[config.mk]
export PLATFORM = sky130hd
export DESIGN_NAME = microwave_timer_controller
export DESIGN_NICKNAME = d
export VERILOG_FILES = /design/src/rtl/microwave_timer_controller_pkg.sv /design/src/rtl/microwave_timer_controller_bcd_down_counter3.sv /design/src/rtl/microwave_timer_controller.sv
export SDC_FILE = /design/constraint.sdc
export NUM_CORES = 1
export LEC_CHECK = 0
export ABC_AREA = 1
export BUFFER_PORTS_ARGS = -buffer_cell sky130_fd_sc_hd__buf_4
export CORE_MARGIN = 1.5
export CORE_UTILIZATION = 50
export CTS_CLUSTER_DIAMETER = 80
export DETAILED_ROUTE_END_ITERATION = 10
export PLACE_DENSITY = 0.69
export SETUP_SLACK_MARGIN = 0.02
export SYNTH_ARGS = -nofsm -noshare
export SYNTH_HDL_FRONTEND = slang
export SYNTH_SLANG_ARGS = --single-unit
[constraint.sdc]
create_clock -name clk -period 3.55 [get_ports clk]
set_input_delay 0.1775 -clock clk [delete_from_list [all_inputs] [get_ports clk]]
set_output_delay 0.1775 -clock clk [all_outputs]
set_load 0.02 [all_outputs]
[src/rtl/microwave_timer_controller_pkg.sv]
// microwave_timer_controller_pkg: state encodings and BCD limits shared by the timer controller
package microwave_timer_controller_pkg;
  typedef enum logic [1:0] {
    ST_IDLE    = 2'd0,
    ST_COOKING = 2'd1,
    ST_PAUSED  = 2'd2,
    ST_DONE    = 2'd3
  } state_t;
  localparam logic [3:0] BCD_MAX_SEC_TENS = 4'd5;
  localparam logic [3:0] BCD_MAX_DIGIT = 4'd9;
endpackage

[src/rtl/microwave_timer_controller_bcd_down_counter3.sv]
// bcd_down_counter3: 3-digit M:SS BCD register with shift-in load, clear and borrowing decrement
module bcd_down_counter3
  import microwave_timer_controller_pkg::*;
(
  input  logic       clk,
  input  logic       clearn,
  input  logic       shift,
  input  logic [3:0] digit,
  input  logic       dec,
  input  logic       clr,
  output logic [3:0] sec_ones,
  output logic [3:0] sec_tens,
  output logic [3:0] min_ones,
  output logic       zero
);
  logic [3:0] so_dec, st_dec, mo_dec;
  always_comb begin
    zero   = (sec_ones == 4'd0) && (sec_tens == 4'd0) && (min_ones == 4'd0);
    so_dec = (sec_ones == 4'd0) ? BCD_MAX_DIGIT : sec_ones - 4'd1;
    st_dec = (sec_ones != 4'd0) ? sec_tens :
             (sec_tens == 4'd0) ? BCD_MAX_SEC_TENS : sec_tens - 4'd1;
    mo_dec = (sec_ones != 4'd0 || sec_tens != 4'd0) ? min_ones : min_ones - 4'd1;
  end
  always_ff @(posedge clk or negedge clearn) begin
    if (!clearn) begin
      sec_ones <= 4'd0;
      sec_tens <= 4'd0;
      min_ones <= 4'd0;
    end else if (clr) begin
      sec_ones <= 4'd0;
      sec_tens <= 4'd0;
      min_ones <= 4'd0;
    end else if (shift) begin
      min_ones <= sec_tens;
      sec_tens <= sec_ones;
      sec_ones <= digit;
    end else if (dec && !zero) begin
      min_ones <= mo_dec;
      sec_tens <= st_dec;
      sec_ones <= so_dec;
    end
  end
endmodule

[src/rtl/microwave_timer_controller.sv]
// microwave_timer_controller: keypad-loaded M:SS timer with IDLE/COOKING/PAUSED/DONE cook sequencer
module microwave_timer_controller
  import microwave_timer_controller_pkg::*;
#(
  parameter int DONE_TICKS = 3
) (
  input  logic       clk,
  input  logic       clearn,
  input  logic [3:0] D,
  input  logic       loadn,
  input  logic       p_1hz,
  input  logic       startn,
  input  logic       stopn,
  input  logic       door_closed,
  output logic       enablen,
  output logic [3:0] sec_ones,
  output logic [3:0] sec_tens,
  output logic [3:0] min_ones,
  output logic       mag_on,
  output logic       done
);
  localparam int CW = $clog2(DONE_TICKS + 1);
  state_t state;
  logic [CW-1:0] done_cnt;
  logic loadn_q, startn_q, stopn_q, p_1hz_q;
  logic key_ev, start_ev, stop_ev, tick, zero, one, shift, dec, clr, start_go;
  always_ff @(posedge clk or negedge clearn) begin
    if (!clearn) begin
      loadn_q  <= 1'b1;
      startn_q <= 1'b1;
      stopn_q  <= 1'b1;
      p_1hz_q  <= 1'b0;
    end else begin
      loadn_q  <= loadn;
      startn_q <= startn;
      stopn_q  <= stopn;
      p_1hz_q  <= p_1hz;
    end
  end
  always_comb begin
    key_ev   = loadn_q & ~loadn;
    start_ev = startn_q & ~startn;
    stop_ev  = stopn_q & ~stopn;
    tick     = ~p_1hz_q & p_1hz;
    one      = (min_ones == 4'd0) && (sec_tens == 4'd0) && (sec_ones == 4'd1);
    start_go = start_ev && door_closed && !zero;
    clr      = stop_ev && (state == ST_IDLE || state == ST_PAUSED);
    shift    = (state == ST_IDLE) && !stop_ev && !start_go && key_ev && (D <= BCD_MAX_DIGIT);
    dec      = (state == ST_COOKING) && door_closed && !stop_ev && tick;
  end
  bcd_down_counter3 u_cnt (
    .clk      (clk),
    .clearn   (clearn),
    .shift    (shift),
    .digit    (D),
    .dec      (dec),
    .clr      (clr),
    .sec_ones (sec_ones),
    .sec_tens (sec_tens),
    .min_ones (min_ones),
    .zero     (zero)
  );
  always_ff @(posedge clk or negedge clearn) begin
    if (!clearn) begin
      state    <= ST_IDLE;
      mag_on   <= 1'b0;
      done     <= 1'b0;
      enablen  <= 1'b0;
      done_cnt <= '0;
    end else begin
      case (state)
        ST_IDLE: if (!stop_ev && start_go) begin
          state   <= ST_COOKING;
          mag_on  <= 1'b1;
          enablen <= 1'b1;
        end
        ST_COOKING: if (!door_closed || stop_ev) begin
          state  <= ST_PAUSED;
          mag_on <= 1'b0;
        end else if (tick && one) begin
          state    <= ST_DONE;
          mag_on   <= 1'b0;
          done     <= 1'b1;
          done_cnt <= '0;
        end
        ST_PAUSED: if (stop_ev) begin
          state   <= ST_IDLE;
          enablen <= 1'b0;
        end else if (start_ev && door_closed) begin
          state  <= ST_COOKING;
          mag_on <= 1'b1;
        end
        ST_DONE: if (stop_ev || (tick && done_cnt == CW'(DONE_TICKS - 1))) begin
          state   <= ST_IDLE;
          done    <= 1'b0;
          enablen <= 1'b0;
        end else if (tick) begin
          done_cnt <= done_cnt + 1'b1;
        end
        default: begin
          state   <= ST_IDLE;
          mag_on  <= 1'b0;
          done    <= 1'b0;
          enablen <= 1'b0;
        end
      endcase
    end
  end
endmodule

# After elaboration in Yosys (flattened, before gate mapping)
# Cells that the tools add are included.
# word_totals
register_bits	23
latchBits	0
mem_bits_rw	0
rom_bits	0
out_inout_bits	15
wordCells	123
n_memories	0
# op_classes
add_sub_neg	4
multipliers	0
div	0
n_lt_le_gt_ge	1
eq_ne	18
shift	0
muxes	37
bitwise_logic	8
n_reduce_logical	43
# op_table
cell	n
$mux 4	13
$mux 2	10
$logic_and 1x1->1	18
$ne 2x2->1 const B	7
$logic_not 4->1	3
$reduce_and 4->1	3
$sub 4x1->4 const B	3
$reduce_and 5->1	2
$mux 1	9
$ne 3x3->1 const B	3
$reduce_bool 3->1	3
$pmux 2 s4	1
$reduce_bool 4->1	2
$eq 2x2->1 const B	3
$pmux 1 s3	2
$and 1x1->1	4
$eq 4x1->1 const B	1
$le 4x4->1 const B	1
$logic_not 1->1	4
$logic_or 1x1->1	4
$ne 2x1->1 const B	2
$not 1->1	4
$pmux 2 s2	1
$reduce_and 2->1	2
other kinds (6)	6

# Depth between registers and ports, before layout
# depth
word_depth	11
mapped_depth	12
depth_no_buf	11

# Modules after synthesis
# A second synthesis with hierarchy kept.
# hier_totals
cells_unflattened	225
hier_area_um2	1590.3
# by_module_without_submodules
module	n_inst	cells_per_inst	area_each_um2	seq_area_each_um2
bcd_down_counter3	1	127	893.4	300.3
microwave_timer_controller	1	98	696.9	279.0

# Worst setup path after synthesis
# Ideal clock, no wire load.
# synth_timing
kind	register -> register
start	register u_cnt.min_ones[0]
end	register u_cnt.min_ones[3]
setup_ns	0.118
arrival_ns	1.566
slack_ns	1.866
path_stages_with_launch	13
period_less_slack_ns	1.684
cell_sequence	dfrtp_1 inv_1 ha_1 nand2_1 nor2_4 nand2_4 nand2_8 nand2_8 buf_6 nand2_1 nand2_1 nand3_1 nand2_1
# synth_between
elab_chain_cells	10
elab_cells_between_ends	17
cone_classes	add/sub (1); eq/ne (1); mux (4); reduce/logical (11)
# synth_rtl
item	line_no	rtl
from (decl)	microwave_timer_controller_bcd_down_counter3.sv:13	output logic [3:0] min_ones,
from (signal assigned)	microwave_timer_controller_bcd_down_counter3.sv:34	min_ones <= sec_tens;
from (signal assigned)	microwave_timer_controller_bcd_down_counter3.sv:38	min_ones <= mo_dec;
branches (longest 10 deep; another with $sub 4x1->4)	--	
# Parallel ways; which one is timed is not known. The select of a mux whose other input is x is not followed.
# A chain may end at the register's enable or synchronous reset.

# Final worst setup path
# layout_timing
start	register u_cnt.min_ones[0]
end	register u_cnt.min_ones[1]
# Same word-level chain as after synthesis.

==> key figures <==
Worst setup path
  • Critical path peak fanout: 18
  • Crit path launch type: flop
  • CP Capture Type: flop
  • R2R depth: 11
  • Slowest stage delay, CP: 0.43 ns
  • Path type of the worst setup path: reg2reg
  • Crit path DAT: 1.96 ns
  • Crit path required time: 3.77 ns
  • Slowest-stage cell, CP: dfrtp_1
  • CP Cell Sequence: inv_1, ha_1, nand2_1, nor2_4, nand2_4, nand2_8, nand2_8, nand2_2, inv_2, nand3_1, nand2_1

Logic synthesis
  • Area leader, netlist: dfrtp_1
  • Post-Syn Area: 1521 um^2
  • Area share of the largest cell type after synthesis: 32.89%
  • Syn Inst Count: 207
  • Yosys warning total: 0
  • Register area share after synthesis: 38.08%
  • Post-Syn Area per Cell: 7.350 um^2
  • Synth top area cells: dfrtp_1 33%, nand2_1 16%, nand3_1 9.9%, dfstp_2 5.2%, inv_1 4.9%
  • Register bit total from synthesis: 23
  • Syn_nets: 220
  • Yosys cell types: 29

Clock tree
  • Cts repair resizes: 0
  • Reg clk slew, reported paths: 0.14 ns
  • CTS tree: yes
  • Post-CTS setup buffers: 0
  • Number of CTS-inserted buffers: 3
  • Clk_lat worst skew: 0.32 ns
  • CTS H-tree depth: 1
  • Clock tree buffer depth: 2
  • CTS root buffer: clkbuf_4
  • Clock Sink Count: 23

Timing
  • F_max: 0.5732 GHz
  • Pins over their slew limit: 0
  • Crit path time final: 1.745 ns
  • RSZ-0062 raised after global routing: no
  • Hold violation total from the final report: 0
  • Slew margin rel.: 76.76%
  • Setup ws final: 1.805 ns
  • Setup violators final: 0
  • Clk_skew: 0.01164 ns
  • Slew @ Worst Pin: 0.3482 ns
  • Ratio of final minimum period to clock period: 49.15%
  • Final setup TNS: 0 ns

Route
  • Routed Wire Length: 3324 um
  • Via-per-instance ratio: 5.225
  • Number of detailed-route iterations in the first pass: 7
  • First-iteration detailed-routing DRC count: 43
  • Post-route ant nets: 0
  • Drt wl/cell: 12.27 um
  • DRC viols: 1
  • Total number of vias: 1416

Die
  • Die area: 3383 um^2
  • Die height: 58.16 um
  • Die width: 58.16 um
  • Initial Utilization: 53.78%
  • Core area: 2829 um^2
  • Io pins: 26
  • Cell Rows: 19

Placement
  • Post-DP HPWL: 2575 um
  • Gpl congestion: 0.8703
  • Port Buffer Count: 25
  • Pre-CTS setup slack: 1.823 ns

Final layout
  • Nets: 254
  • Most frequent cells in the layout: 66 x nand2_1, 30 x nand3_1, 25 x buf_4
  • Commonest non-fill, non-tap cell in the layout: nand2_1
  • Area growth from synthesis to layout: 19.24%
  • Share of post-route cells with drive strength above 1: 23.75%
  • N_diodes: 0

Global route
  • Antenna violations before repair: 0
  • Total gr overflow: 0
  • First-pass GRT wire length: 5858 um
  • Vias in the first global route: 1350
  • Global Route Usage Sum: 22.13%
  • Largest net degree at the start of global routing: 24

Power and ir drop
  • Reg power frac: 33.0%
  • NetSw: 704.5 uW
  • Internal power: 710.4 uW
  • PwrDens: 779.9 nW/um^2
  • Clock power frac: 8.9%
  • Comb power frac: 58.1%
  • Switching Fraction: 49.79%
  • Pleak: 0.0009695 uW
  • Peak VDD IR: 403.8 uV

Status
  • Outcome: complete, but fails checks
  • Failing checks: design-rule violations

Hold path
  • Worst Hold Class: in2reg
  • WHS Path Cells: 5

Job
  • Number of max-cap violations: 0
==> flip-flops by register name, summed over array words and instances, names as in the netlist <==
name,flops
done,1
enablen,1
startn_q,1
u_cnt.sec_ones,4
p_1hz_q,1
u_cnt.min_ones,4
u_cnt.sec_tens,4
loadn_q,1
done_cnt,2
stopn_q,1
mag_on,1
state,2
==> stage by stage <==
stage | std cells | area (um^2) | power [uW] | hold slack (ns) | util (%)
6_report | 271 | 1814 | 1415 | 0.1776 | 64.13
5_1_grt | 271 | 1814 | 1544 | 0.2212 | 64.13
4_1_cts | 271 | 1814 | 1419 | 0.1909 | 64.13
3_5_place_dp | 262 | 1737 | 1289 | 0.08188 | 61.39
3_3_place_gp | 262 | 1737 | 1269 | 0.07845 | 61.39
2_1_floorplan | 207 | 1521 | 1053 | -0.1181 | -
==> timing repair <==
action                                  4_1_cts  5_1_grt
hold endpoints to repair                     27        0
endpoints found under the setup margin        0        0
hold buffers                                  5        0
==> Yosys cell counts <==
master     n
a21boi_0   1
a21oi_1    2
a21oi_2    2
buf_6      1
clkinv_1   1
dfrtp_1   20
dfstp_2    3
ha_1       2
inv_1     20
inv_2      3
nand2_1   66
nand2_2    4
nand2_4    1
nand2_8    2
nand3_1   30
nand3_2    4
nand3b_1   1
nand4_1    1
nor2_1    12
nor2_2     6
nor2_4     2
nor2_8     1
nor3_1     2
o21a_1     1
o21ai_0   11
o21ai_1    4
o32ai_1    1
xnor2_1    1
xor2_1     2
==> cells by family (layout without fill, tap and decap cells) <==
family,count (synthesis),after routing,synth area share [%]
simple gates,132,132,43.59
buf+inv,25,58,6.661
flops,23,23,38.08
compound gates,22,22,8.306
xor+xnor,3,3,1.727
fa+ha+maj,2,2,1.644
==> power groups by stage <==
stage	clock network [uW]	registers, uW	logic, uW
after floorplan	0	523	530
after global routing	134	484	925
after global placement	0	465	803
after CTS	126	467	826
after detailed placement	0	472	816
final	126	468	822
==> cell type report <==
cell class | count | area (um^2)
sequential | 23 | 579.3
clock inverter | 1 | 5.005
tap | 31 | 38.79
fill | 269 | 1015
timing repair buffer | 30 | 237.7
multi-input combinational | 159 | 840.8
inverter | 24 | 90.09
clock buffer | 3 | 22.52
==> worst max-delay path, delay by kind of cell, from the launching register on <==
| kind | cells | cell delay, ns |
|---|---|---|
| simple gates | 8 | 0.84 |
| fa+ha+maj | 1 | 0.18 |
| buf+inv | 2 | 0.17 |
| flops | 1 | 0.43 |
==> routing by layer <==
layer / part of all wire [%] / up-vias / track usage [%]
li1: - / 732 / -
met1: 48 / 640 / 30.53
met2: 45 / 37 / 35.71
met3: 5.0 / 7 / 2.455
met4: 1.5 / 0 / 8.306
met5: 0 / - / 0
==> path summary, 6_finish.rpt <==
path,start,endpoint,slack [ns]
max,u_cnt.min_ones[0]$_DFFE_PN0P_,u_cnt.min_ones[1]$_DFFE_PN0P_,1.81
min,D[3],u_cnt.sec_ones[3]$_DFFE_PN0P_,0.18
max reg2reg,u_cnt.min_ones[0]$_DFFE_PN0P_,u_cnt.min_ones[1]$_DFFE_PN0P_,1.81
min reg2reg,done$_DFFE_PN0P_,done$_DFFE_PN0P_,0.50
max in group asynchronous,clearn,startn_q$_DFF_PN1_,3.00
min in group asynchronous,clearn,u_cnt.min_ones[3]$_DFFE_PN0P_,0.26
Power figures use the tool's default switching activity.
